==> config.mk <==
export PLATFORM = sky130hd
export DESIGN_NAME = light_part_update_flat
export DESIGN_NICKNAME = d
export VERILOG_FILES = /design/src/rtl/light_part_update_if.sv /design/src/rtl/light_part_update.sv /design/src/flat_wrapper.sv
export SDC_FILE = /design/constraint.sdc
export NUM_CORES = 1
export LEC_CHECK = 0
export BUFFER_PORTS_ARGS = -buffer_cell sky130_fd_sc_hd__buf_2
export CORE_ASPECT_RATIO = 1.75
export CORE_MARGIN = 1.5
export CORE_UTILIZATION = 30
export CTS_CLUSTER_DIAMETER = 50
export DETAILED_ROUTE_END_ITERATION = 10
export PLACE_DENSITY = 0.48
export SLEW_MARGIN = 10
export SYNTH_ARGS = -nofsm -noshare
export SYNTH_HDL_FRONTEND = slang
export SYNTH_SLANG_ARGS = --single-unit
==> constraint.sdc <==
create_clock -name clk -period 15.5 [get_ports clk]
set_input_delay 1.55 -clock clk [delete_from_list [all_inputs] [get_ports clk]]
set_output_delay 1.55 -clock clk [all_outputs]
set_load 0.05 [all_outputs]
==> src/rtl/light_part_update_if.sv <==
// Counter-RAM bus between the light-part read stage and the update stage:
// snooped read enables/addresses, returned read data and the write-back port.
interface light_part_update_if #(
  parameter int CW = 8,
  parameter int AW = 16
);
  logic [7:0]      rden_in;
  logic [8*AW-1:0] rdaddr_in;
  logic [8*CW-1:0] rddata_in;
  logic [7:0]      wren_out;
  logic [8*AW-1:0] wraddr_out;
  logic [8*CW-1:0] wrdata_out;

  modport master (
    output rden_in, rdaddr_in, rddata_in,
    input  wren_out, wraddr_out, wrdata_out
  );

  modport slave (
    input  rden_in, rdaddr_in, rddata_in,
    output wren_out, wraddr_out, wrdata_out
  );
endinterface

==> src/rtl/light_part_update.sv <==
// Light-part read-modify-write stage: saturating +1 on each counter read across
// 8 banks, with write forwarding and an epoch-clear sweep of all banks.
module light_part_update #(
  parameter int CW     = 8,
  parameter int AW     = 16,
  parameter int RD_LAT = 2,
  parameter int DEPTH  = 65536
) (
  input  logic                clk,
  input  logic                reset,
  light_part_update_if.slave  bus,
  input  logic                clear_start,
  output logic                clear_busy,
  output logic                clear_done,
  output logic [31:0]         sat_cnt,
  output logic                err_rd_busy
);

  typedef enum logic [1:0] {IDLE, DRAIN, CLEAR} state_t;

  localparam logic [CW-1:0] MAX  = '1;
  localparam logic [AW-1:0] LAST = AW'(DEPTH - 1);

  state_t          r_state, w_state_nxt;
  logic [AW-1:0]   r_clr_addr;

  logic            r_vld_p  [8][RD_LAT];
  logic [AW-1:0]   r_addr_p [8][RD_LAT];
  logic            r_h_vld  [8][RD_LAT];
  logic [AW-1:0]   r_h_addr [8][RD_LAT];
  logic [CW-1:0]   r_h_data [8][RD_LAT];

  logic [7:0]      r_wren;
  logic [AW-1:0]   r_wraddr [8];
  logic [CW-1:0]   r_wrdata [8];

  logic [7:0]      w_acc;
  logic [CW-1:0]   w_base [8];
  logic [7:0]      w_sat;
  logic [3:0]      w_sat_n;
  logic            w_pipe_vld;
  logic            w_empty;
  logic            w_clr_entry;

  function automatic logic [CW-1:0] sat_inc(input logic [CW-1:0] v);
    return (v == MAX) ? v : v + CW'(1);
  endfunction

  assign clear_busy  = (r_state != IDLE);
  assign w_acc       = clear_busy ? 8'h00 : bus.rden_in;
  assign w_empty     = !w_pipe_vld && (w_acc == 8'h00);
  assign w_clr_entry = (r_state != CLEAR) && (w_state_nxt == CLEAR);

  // Base value: RAM data, overridden by the newest write the RAM could not yet reflect.
  always_comb begin
    w_pipe_vld = |r_wren;
    w_sat_n    = '0;
    for (int b = 0; b < 8; b++) begin
      w_base[b] = bus.rddata_in[b*CW +: CW];
      for (int k = RD_LAT - 1; k >= 0; k--) begin
        if (r_h_vld[b][k] && r_h_addr[b][k] == r_addr_p[b][RD_LAT-1])
          w_base[b] = r_h_data[b][k];
        w_pipe_vld = w_pipe_vld | r_vld_p[b][k];
      end
      if (r_wren[b] && r_wraddr[b] == r_addr_p[b][RD_LAT-1])
        w_base[b] = r_wrdata[b];
      w_sat[b] = r_vld_p[b][RD_LAT-1] && (w_base[b] == MAX);
      w_sat_n  = w_sat_n + 4'(w_sat[b]);
    end
  end

  always_comb begin
    w_state_nxt = r_state;
    case (r_state)
      IDLE:    if (clear_start) w_state_nxt = w_empty ? CLEAR : DRAIN;
      DRAIN:   if (w_empty) w_state_nxt = CLEAR;
      CLEAR:   if (r_clr_addr == LAST) w_state_nxt = IDLE;
      default: w_state_nxt = IDLE;
    endcase
  end

  always_comb begin
    bus.wren_out   = r_wren;
    bus.wraddr_out = '0;
    bus.wrdata_out = '0;
    for (int b = 0; b < 8; b++) begin
      bus.wraddr_out[b*AW +: AW] = r_wraddr[b];
      bus.wrdata_out[b*CW +: CW] = r_wrdata[b];
    end
    if (r_state == CLEAR) begin
      bus.wren_out   = 8'hFF;
      bus.wraddr_out = {8{r_clr_addr}};
      bus.wrdata_out = '0;
    end
  end

  // Control and output registers.
  always_ff @(posedge clk or negedge reset) begin
    if (!reset) begin
      r_state     <= IDLE;
      r_clr_addr  <= '0;
      clear_done  <= 1'b0;
      sat_cnt     <= '0;
      err_rd_busy <= 1'b0;
      r_wren      <= '0;
      for (int b = 0; b < 8; b++) begin
        r_wraddr[b] <= '0;
        r_wrdata[b] <= '0;
        for (int k = 0; k < RD_LAT; k++) begin
          r_vld_p[b][k] <= 1'b0;
          r_h_vld[b][k] <= 1'b0;
        end
      end
    end else begin
      r_state    <= w_state_nxt;
      clear_done <= (r_state == CLEAR) && (r_clr_addr == LAST);
      if (r_state == CLEAR)
        r_clr_addr <= (r_clr_addr == LAST) ? '0 : r_clr_addr + AW'(1);
      sat_cnt <= sat_cnt + 32'(w_sat_n);
      if (clear_busy && (bus.rden_in != 8'h00))
        err_rd_busy <= 1'b1;
      for (int b = 0; b < 8; b++) begin
        r_vld_p[b][0] <= w_acc[b];
        for (int k = 1; k < RD_LAT; k++)
          r_vld_p[b][k] <= r_vld_p[b][k-1];
        r_wren[b] <= r_vld_p[b][RD_LAT-1];
        if (r_vld_p[b][RD_LAT-1]) begin
          r_wraddr[b] <= r_addr_p[b][RD_LAT-1];
          r_wrdata[b] <= sat_inc(w_base[b]);
        end
        r_h_vld[b][0] <= r_wren[b] && !w_clr_entry;
        for (int k = 1; k < RD_LAT; k++)
          r_h_vld[b][k] <= r_h_vld[b][k-1] && !w_clr_entry;
      end
    end
  end

  // Address/data pipeline and write history; qualified by the valid bits above.
  always_ff @(posedge clk) begin
    for (int b = 0; b < 8; b++) begin
      r_addr_p[b][0] <= bus.rdaddr_in[b*AW +: AW];
      for (int k = 1; k < RD_LAT; k++)
        r_addr_p[b][k] <= r_addr_p[b][k-1];
      r_h_addr[b][0] <= r_wraddr[b];
      r_h_data[b][0] <= r_wrdata[b];
      for (int k = 1; k < RD_LAT; k++) begin
        r_h_addr[b][k] <= r_h_addr[b][k-1];
        r_h_data[b][k] <= r_h_data[b][k-1];
      end
    end
  end

endmodule

==> src/flat_wrapper.sv <==
// flat-port wrapper written by rule: the top's interface ports become plain ports
module light_part_update_flat 
#(
  parameter int CW     = 8,
  parameter int AW     = 16,
  parameter int RD_LAT = 2,
  parameter int DEPTH  = 65536
)
  (clk, reset, clear_start, clear_busy, clear_done, sat_cnt, err_rd_busy, bus_rden_in, bus_rdaddr_in, bus_rddata_in, bus_wren_out, bus_wraddr_out, bus_wrdata_out);
  light_part_update_if #(.CW(CW), .AW(AW)) bus_i ();
  input  logic clk;
  input  logic reset;
  input  logic clear_start;
  output logic clear_busy;
  output logic clear_done;
  output logic [31:0] sat_cnt;
  output logic err_rd_busy;
  input wire logic [$bits(bus_i.rden_in)-1:0] bus_rden_in;
  input wire logic [$bits(bus_i.rdaddr_in)-1:0] bus_rdaddr_in;
  input wire logic [$bits(bus_i.rddata_in)-1:0] bus_rddata_in;
  output wire logic [$bits(bus_i.wren_out)-1:0] bus_wren_out;
  output wire logic [$bits(bus_i.wraddr_out)-1:0] bus_wraddr_out;
  output wire logic [$bits(bus_i.wrdata_out)-1:0] bus_wrdata_out;
  assign bus_i.rden_in = bus_rden_in;
  assign bus_i.rdaddr_in = bus_rdaddr_in;
  assign bus_i.rddata_in = bus_rddata_in;
  assign bus_wren_out = bus_i.wren_out;
  assign bus_wraddr_out = bus_i.wraddr_out;
  assign bus_wrdata_out = bus_i.wrdata_out;
  light_part_update #(.CW(CW), .AW(AW), .RD_LAT(RD_LAT), .DEPTH(DEPTH)) u_core (.clk(clk), .reset(reset), .bus(bus_i), .clear_start(clear_start), .clear_busy(clear_busy), .clear_done(clear_done), .sat_cnt(sat_cnt), .err_rd_busy(err_rd_busy));
endmodule
Word level (Yosys, flattened, before mapping)
Memories as Yosys holds them, arrays and structs flattened.
Cells that the tools add are included.
Storage, ports and cells
  register bits: 284
  bits in writable memories: 640
  input bits: 203
  logic and storage cells: 228
  memories: 3
Operators by class
  add/subtract/negate cells: 17
  equal/unequal tests: 37
  mux-type cells: 42
  bitwise gates (word level): 16
  reduce and logical (&&, ||, !) cells: 59
Memory list
  u_core.r_addr_p: depth 8, bits a word 32, rd ports 8, clocked after memory_dff 0, write ports 8, RTL line light_part_update.sv:28  | logic [AW-1:0] r_addr_p [8][RD_LAT];
  u_core.r_h_addr: depth 8, bits a word 32, rd ports 8, clocked after memory_dff 0, write ports 8, RTL line light_part_update.sv:30  | logic [AW-1:0] r_h_addr [8][RD_LAT];
  u_core.r_h_data: depth 8, bits a word 16, rd ports 8, clocked after memory_dff 0, write ports 8, RTL line light_part_update.sv:31  | logic [CW-1:0] r_h_data [8][RD_LAT];
Operator list (count)
  equality test 16 bit: 24
  two-way mux 8 bit: 34
  two-way mux 128 bit: 1
  adder 8 x 1 -> 8 bit, second input constant: 8
  equality test 8 bit, second input constant: 8
  two-way mux 64 bit: 1
  logical AND 1 bit: 52
  adder 32 x 4 -> 32 bit: 1
  adder 4 x 1 -> 4 bit: 6
  adder 16 x 1 -> 16 bit, second input constant: 1
  equality test 16 bit, second input constant: 1
  two-way mux 16 bit: 1
  bitwise OR 1 bit: 16
  logical NOT 8 bit: 1
  two-way mux 2 bit: 4
  nonzero test 8 bit: 1
  OR reduction 8 bit: 1
  case mux 2 bit (3 select lines): 1
  equality test 2 bit, second input constant: 2
  adder 1 x 1 -> 2 bit: 1
  equality test 2 x 1 -> 1 bit, second input constant: 1
  logical NOT 1 bit: 2
  logical NOT 2 bit: 1
  != test 2 bit, second input constant: 1
  nonzero test 2 bit: 1

Longest topological paths before layout
Gate-level depths: netlist (run 1).
  word-level depth: 26
  mapped depth: 34

Least setup slack after synthesis (run 1)
OpenSTA, ideal clock, no wires.
  kind: reg-to-reg
  start point: memory u_core.r_addr_p[1][2] (netlist bit)
  end point: register u_core.sat_cnt[28]
  setup time: 142 ps
  arrival time: 7364 ps
  required time: 15358 ps
  path slack: 7995 ps
  stages on the path, launching flop included: 30
  path buffers: 1
  clock period less this slack: 7505 ps
  cells stage by stage: dfxtp_1 xor2_1 or4_1 or4_1 or2_2 a31oi_1 a21o_1 ha_1 nand2_1 or3b_2 o211ai_1 nand4_4 or2_2 fa_1 fa_1 inv_1 fa_1 inv_1 fa_1 fa_1 inv_1 a21o_1 a21oi_1 nor3_1 and4_1 clkbuf_1 inv_1 nor2_1 nand2_1 xnor2_1
RTL lines
  start: declaration: RTL line light_part_update.sv:28
  end signal: assignment: RTL line light_part_update.sv:119  | sat_cnt <= sat_cnt + 32'(w_sat_n);
  end: declaration: RTL line light_part_update.sv:15  | output logic [31:0] sat_cnt,

==> results list, run 1 <==
* Core Area: 113000 um2
- Detailed-route via count: 24100
* Proportion of register bits with asynchronous set or reset after synthesis: 30.7%
- Share of layout cells above drive strength 1: 22.7%
* Clock slew at reported path FFs: 0.06 ns
- After routing the design area is 41500 um2.
- The die covers 116000 um2.
- Most used cell, CP: fa_1
- The total count of max-transition violations in the final report is 0.
- Hold repair after CTS inserted 0 buffers.
- After global routing the overflow that remains totals 0.
- The cell area that synthesis handed to floorplanning was 34100 um2.
* Count of synthesis-stage warnings from yosys: 0
* Mapped Cells: 3073
* Per-cell via count in the routed design: 4.70
- The first routing iteration left 1235 violations.
- Once layout is complete, the cells apart from fillers number 5131.
- The flow ran to the end, and the final reports show no timing, DRC or antenna violations.
* Total of flip-flops plus latches after synthesis: 924
- Startpoint types: register
- Dividing the final minimum period by the clock period gives 54.8%.
- In this run the remaining antenna-violating nets after routing total 0.
- The HPWL after detailed placement is 84800 um.
- The number of global-route vias before repair is 25200.
- 438 I/O pins were placed.
* Final count of negative-setup-slack endpoints: 0
* Top Usage Layer GRT: met2
- Prior to clock tree synthesis, the placed netlist has a worst setup slack of 7.03 ns.
* Number of antenna violations at the first check in global routing: 26
- The final hold violation count is 0.
- The average instance in the mapped netlist occupies 11.1 um2.
- Maximum resistive drop on vdd: 0.0921 mV
- Synthesis-to-layout area growth: 21.6%
- Number of buffer cells added on primary ports: 437
- Met1 Usage GRT: 22.0%
* Sequential cell area fraction in the yosys report: 58.4%
- When the netlist entered floorplanning its net count stood at 3297.
* CTS Buffer Depth: 3
- H-tree depth reported by CTS: 3
- Unrepaired setup endpoints after global routing: no
- From left edge to right edge, the die measures 258 um.
- Global routing used 19.4% of the available tracks.
* Final Wtd Congestion: 0.841
- Clock root cell: clkbuf_16
- Worst EP arrival: 9.08 ns
- Upper clock frequency limit: 118 MHz
- Power density over the cells: 122 nW/um2
* First-pass iteration count of the detailed router: 6
- Most used flip-flop cell after synthesis: dfxtp_1
* Met3 Resource Use GR: 4.50%
* Clock tree from TritonCTS: yes
* Number of distinct standard cells referenced by the synthesized netlist: 93
- Number of violations of the max-capacitance limit: 0
* Worst Slack Setup Final: 7.00 ns
- The worst setup path is captured at a register.
- Clock skew: 0.0235 ns
- Slew headroom: 30.4%
- Crit path max-delay cell type: or4_1
* Number of flops mapped to enable cells by yosys: 0
* Least-Margin Pin Slew: 1.04 ns
* LEAKAGE: 0.0187 uW
- The initialized floorplan defines 163 standard-cell rows.
- Along the worst path, the maximum fanout reaches 13.
* Layout Nets: 3784
* Die boundary height: 449 um
* Kind of path behind the tightest hold check: register to register
* Clock Latency Late Sink: 0.70 ns
* CP peak stage delay: 0.72 ns
- Sum of negative setup slack: 0 ns
* Placed Area: 38100 um2
- Worst path required time: 16.08 ns
* Routed length per instance: 22.1 um
- Counting tap cells, the placed design contains a total of 4945 instances.
- In this run the post-CTS setup repair buffer count came out at 0.
- The number of gates resized after CTS was 0.
- After detailed routing, the number of remaining DRC violations is 0.
* First-pass GRT wire length: 166000 um
- Entering global routing, the biggest net connects 84 pins.
* Crit Path Category: register to register
* Final period demand of the worst path: 8.50 ns
- In the global route stage, met2 resource usage came out at 35.1%.
- Buffers inserted during clock tree synthesis total 98.
- After detailed routing, the total wire length is 113000 um.
- The initial utilization of the core area, before any placement, comes to 30.2%.
- Clock tree synthesis found a total of 924 sinks.
## state kept, by name, summed over array words and instances (netlist names), 16 cells and up
| name | cells |
|---|---|
| u_core.r_addr_p | 256 |
| u_core.r_h_addr | 256 |
| u_core.r_h_data | 128 |
| u_core.r_wraddr | 128 |
| u_core.r_wrdata | 64 |
| u_core.sat_cnt | 32 |
| u_core.r_clr_addr | 16 |
| u_core.r_h_vld | 16 |
| u_core.r_vld_p | 16 |
## logic make-up after synthesis
family / share of synthesized area [%]
XOR/XNOR: 11.4
AO/OA/AOI/OAI: 6.75
AND/OR/NAND/NOR: 15.2
adder cells (fa/ha/maj): 0.881
multiplexers: 5.81
flip-flops: 58.4
buffers and inverters: 1.59
## worst max-delay path, delay by kind of cell, from the launching register on
kind	cells	cell delay, ns
simple gates	11	3.95
fa+ha+maj	6	2.68
compound gates	5	0.81
flops	1	0.36
xor+xnor	2	0.30
buf+inv	4	0.29
## path summary, 6_finish.rpt
kind	startpoint	endpoint	slack, ns	depth (start not counted)
hold reg to reg	u_core.r_addr_p[0][113]$_DFF_P_	u_core.r_addr_p[0][97]$_DFF_P_	0.32	0
setup / recovery	u_core.r_addr_p[1][2]$_DFF_P_	u_core.sat_cnt[30]$_DFF_PN0_	7.00	28
setup reg to reg	u_core.r_addr_p[1][2]$_DFF_P_	u_core.sat_cnt[30]$_DFF_PN0_	7.00	28
min in group asynchronous	reset	u_core.r_wraddr[36]$_DFFE_PN0P_	0.91	1
max in group asynchronous	reset	u_core.r_wraddr[72]$_DFFE_PN0P_	12.51	3
hold / removal	u_core.r_addr_p[0][113]$_DFF_P_	u_core.r_addr_p[0][97]$_DFF_P_	0.32	0
## cell type report
class	instances	area, um2
Sequential cell	924	19900
Fill cell	11400	71300
Multi-Input combinational cell	2011	13700
Tap cell	1485	1860
Clock inverter	47	505
Antenna cell	2	5.00
Timing Repair Buffer	473	2470
Clock buffer	137	2850
Inverter	52	195
## placed cells by master, fill, tap and decap left out, drive strengths merged, types with 9 or more instances in the layout
cell type,count
dfxtp,640
buf,473
nand2,406
dfrtp,284
xor2,265
xnor2,179
mux2,151
clkbuf,137
nor2,115
nand3,100
o21ai,92
nor4,77
and2,68
inv,66
nand4,59
nor3,54
a21oi,38
mux2i,28
a31oi,26
and3,25
o22ai,25
nor2b,21
clkinv,21
or2,20
a21boi,18
o32ai,16
ha,16
a21o,14
o21a,14
or4,14
and4,13
nand2b,13
o211ai,10
a211oi,9
a22oi,9
## report_power, final
part           total [uW]  switching (uW)  leakage (uW)  internal [uW]
clock                2440            1030       0.00163           1400
combinational         159            89.9       0.00806           68.7
sequential           2460            35.4       0.00900           2420
total                5050            1160        0.0187           3890
## synth_stat cells, types with 21 or more instances
master	number	area, um2
nor2_1	115	432
xnor2_1	179	1570
nor2b_1	21	131
a31oi_1	26	163
nor4_1	73	457
dfrtp_1	284	7110
nand3_1	100	500
xor2_1	265	2320
mux2i_1	28	280
inv_1	51	191
nand4_1	58	363
o22ai_1	25	156
and3_1	25	156
a21oi_1	38	190
nor3_1	53	265
and2_1	67	419
o21ai_0	89	445
mux2_2	149	1680
clkbuf_1	72	270
dfxtp_1	640	12800
nand2_1	406	1520
## per-layer routing
layer  routed length (um)  part of all wire, %
met1                44600                   39
met2                58600                   52
met3                 6350                  5.6
met4                 3670                  3.2
met5                  173                 0.15
## stage by stage
step | utilization [%] | hold WS (ns) | total power, uW
final | 36.8 | 0.315 | 5050
after global placement | 33.8 | 0.310 | 2670
after CTS | 36.8 | 0.319 | 5130
after floorplan | - | 0.310 | 2580
after global routing | 36.8 | 0.328 | 5250
after detailed placement | 33.8 | 0.312 | 2670
(Power assumes the default switching activity.)
==> run 2, diff against run 1 <==
- ABC_AREA: not set -> 1
- PLACE_DENSITY: 0.48 -> 0.49
- clock period: 15.5 -> 7.4 ns (I/O delays scaled with it)
==> run 2 against run 1 <==
  * The run now ends with hold timing left
  * Via count grew 27%
  * Clock skew grew 0.020 ns
  * Area after synthesis grew 8.7%
  * Register-to-register slack lost 6.5 ns
  * First-iteration DRC count grew 38%
  * Combinational power grew to 39 times the previous value
  * Clock-buffer cell count grew 2
  * Critical path type unchanged
  * Hold slack lost 0.33 ns
  * Cell count grew 34%
  * Critical path depth grew 6
  * Largest power group unchanged
  * Largest cell class unchanged
  * Routed wire length grew 13%
==> results list, run 2 <==
* Global routing usage summed across all routing layers: 20.3%
- For this design the ratio of total power to cell area is 433 nW/um2.
- For the pin with the worst max-slew slack, the measured transition is 1.15 ns.
* Most numerous cell types in the synthesized netlist: nand2_1 (1302), dfxtp_1 (640), inv_1 (610)
- Width of the die: 269 um
- Row Count: 170
- The die covers 126000 um2.
* Clock root cell: clkbuf_16
* H-tree depth reported by CTS: 3
- Layout Nets: 5372
* Synthesis-to-layout area growth: 21.3%
- Syn_nets: 4879
- The finished cells cover 44900 um2.
* Top Usage Layer GRT: met2
- In the synthesized netlist the dominant register cell turns out to be dfxtp_1.
- Mapped Cells: 4655
- Share of layout cells above drive strength 1: 17.5%
- The synthesized design devotes to its leading area cell type 34.6% of total area.
- Setup repair after global routing left no endpoint under its margin.
- Crit Path Category: register to register
- Summed over all layers, the routed wires come to 129000 um.
- Number of antenna violations at the first check in global routing: 22
- After detailed routing, the number of remaining DRC violations is 0.
- After synthesis the cells add up to 37100 um2.
- STA puts the critical path data required time at 7.98 ns.
* Clock Latency Late Sink: 0.73 ns
* Slew headroom: 23.1%
- For this run the aggregate overflow at the end of global routing stands at 0.
- Summing all placed instances gives a cell area of 41100 um2.
- For met3 alone, demand over resource in global routing was 3.44%.
- The library cells used most frequently in the layout, excluding fill and tap cells, are nand2_1 (1301), dfxtp_1 (640), inv_1 (610).
- The final hold violation count was 2.
- Result of the run: finished with violations
* Final count of negative-setup-slack endpoints: 0
- In the global route stage, met2 resource usage came out at 37.2%.
* Average cell area after synthesis: 7.96 um2
- Final Cycle Share: 92.7%
- Crit path max-delay cell type: fa_1
- DP Wirelength: 98700 um
* Startpoint types: register
* Hold WS: -0.0170 ns
- Routed length per instance: 18.7 um
* # clock sinks: 924
- Buffers placed on the I/O ports in this run total 437.
- Core utilization of the finished layout: 36.7%
- Maximum resistive drop on vdd: 0.302 mV
- The first detailed-routing pass took 6 iterations.
- Detailed-route via count: 30600
- Clock tree from TritonCTS: yes
- Commonest non-fill, non-tap cell in the layout: nand2_1
* TritonCTS buffer count: 101
- STA classifies the critical path endpoint as a register.
- The number of global-route vias before repair was 30400.
* Count of synthesis-stage warnings from yosys: 0
- In this design, the stage delay of the slowest critical-path cell is 0.50 ns.
* Failing checks: hold timing
* Largest driver fanout on the critical path: 7
- Using the TritonRoute via totals, the vias-per-cell ratio works out to 4.44.
- Worst EP arrival: 7.45 ns
- Met1 Usage GRT: 23.3%
- The longest clock path from root to sink contains 3 buffers.
- Number of flops mapped to enable cells by yosys: 0
- For this configuration, the core starts out at a cell density of 30.2%.
* Die boundary height: 468 um
- Number of violations of the max-capacitance limit: 0
- Clock skew: 0.0436 ns
- The first global-routing pass estimated 188000 um of wire.
- LEAKAGE: 0.0223 uW
* Total of flip-flops plus latches after synthesis: 924
- The total count of max-transition violations in the final report is 0.
- Clock-pin slew was measured on the worst setup and hold paths at 0.06 ns.
* Number of distinct standard cells referenced by the synthesized netlist: 50
* Remaining antenna violation count: 0
- Buffers inserted to repair hold after CTS numbered 0.
- Largest area contributor in the synthesized netlist: dfxtp_1
- Upper clock frequency limit: 146 MHz
* Library cell with the highest instance count after synthesis: nand2_1
- Top cells by area in the synthesized netlist: dfxtp_1 (35%), dfrtp_1 (19%), nand2_1 (13%)
* Largest net degree at the start of global routing: 141
- Final period demand of the worst path: 6.86 ns
* Core Area: 123000 um2
* Largest registers: u_core.r_addr_p: 256 flops, u_core.r_h_addr: 256 flops
- In the synthesized netlist the async set-or-reset flop fraction comes to 30.7%.
* Starting DRT DRC Count: 1708
* Count of pins on the block boundary: 438
- Sum of negative setup slack: 0 ns
- Kind of path behind the tightest hold check: input port to async pin
- Final Wtd Congestion: 0.930
* Sequential cell area fraction in the yosys report: 53.7%
run 2: changes by cell type after synthesis, sizes merged, moves of 133 or more:
cell | previous run | this run
nand3 | 100 | 239
o21ai | 92 | 374
xnor2 | 179 | 46
mux2 | 151 | 0
inv | 51 | 705
nor2 | 115 | 537
nand2 | 406 | 1341
xor2 | 265 | 81
run 2: final timing paths:
kind / slack, ns / depth (start not counted) / from / end
max: 0.54 / 34 / u_core.r_addr_p[0][4]$_DFF_P_ / u_core.sat_cnt[29]$_DFF_PN0_
min reg2reg: 0.31 / 0 / u_core.r_addr_p[1][22]$_DFF_P_ / u_core.r_addr_p[1][6]$_DFF_P_
min: -0.02 / 1 / reset / u_core.r_wraddr[116]$_DFFE_PN0P_
min in group clk: 0.11 / 1 / bus_rdaddr_in[41] / u_core.r_addr_p[0][89]$_DFF_P_
max reg2reg: 0.54 / 34 / u_core.r_addr_p[0][4]$_DFF_P_ / u_core.sat_cnt[29]$_DFF_PN0_
max in group asynchronous: 5.98 / 2 / reset / u_core.r_wrdata[11]$_DFFE_PN0P_
run 2: timing repair:
action / in CTS / in global routing
setup endpoints to repair: 0 / 6
setup buffers: 0 / 6
gates resized for setup: 0 / 8
run 2: routing by layer:
| layer | vias up | part of all wire (%) |
|---|---|---|
| met5 | - | 0.056 |
| met4 | 12 | 3.3 |
| met3 | 190 | 5.8 |
| met2 | 822 | 51 |
| met1 | 14100 | 40 |
| li1 | 15500 | - |
run 2: kinds of logic (layout without fill, tap and decap cells):
kind of cell	count (synthesis)	in the layout	synth area share, %
and+or+nand+nor	2313	2313	27.2
DFF	924	924	53.7
buffers and inverters	802	1384	8.41
AOI/OAI and AO/OA	468	468	6.85
xor gates and xnor gates	127	127	3.00
adders and majority gates	21	21	0.810
other	0	13	0
run 2: through the flow:
step                      setup slack (ns)  hold WS (ns)  total power (uW)  instances
after detailed placement             0.297         0.312             14100       6673
after floorplan                       1.46         0.310             11900       4655
after global placement               0.352         0.310             14000       6673
after CTS                            0.264       0.00317             19700       6865
final                                0.538       -0.0170             19500       6884
after global routing                0.0237        0.0463             20600       6872
run 2: area by class of cell:
class / count / area [um2]
well taps: 1634 / 2040
flip-flops and latches: 924 / 19900
multi-input cells: 2929 / 14100
diodes: 13 / 32.5
clock inverters: 53 / 783
fillers: 13000 / 77600
inverters: 716 / 2700
repair buffers: 476 / 2500
clock buffers: 139 / 2920
run 2: worst max-delay path: cells and delay by family (launching register included):
family / cells / cell delay (ns)
compound gates: 3 / 0.31
xor+xnor: 2 / 0.43
fa+ha+maj: 7 / 2.46
buf+inv: 4 / 0.32
flops: 1 / 0.35
simple gates: 18 / 2.85
run 2: power by group:
group / total (uW) / internal [uW] / switching, uW / leakage, uW
combinational: 6200 / 1510 / 4680 / 0.0115
sequential: 7720 / 6680 / 1040 / 0.00897
clock: 5540 / 3240 / 2300 / 0.00180
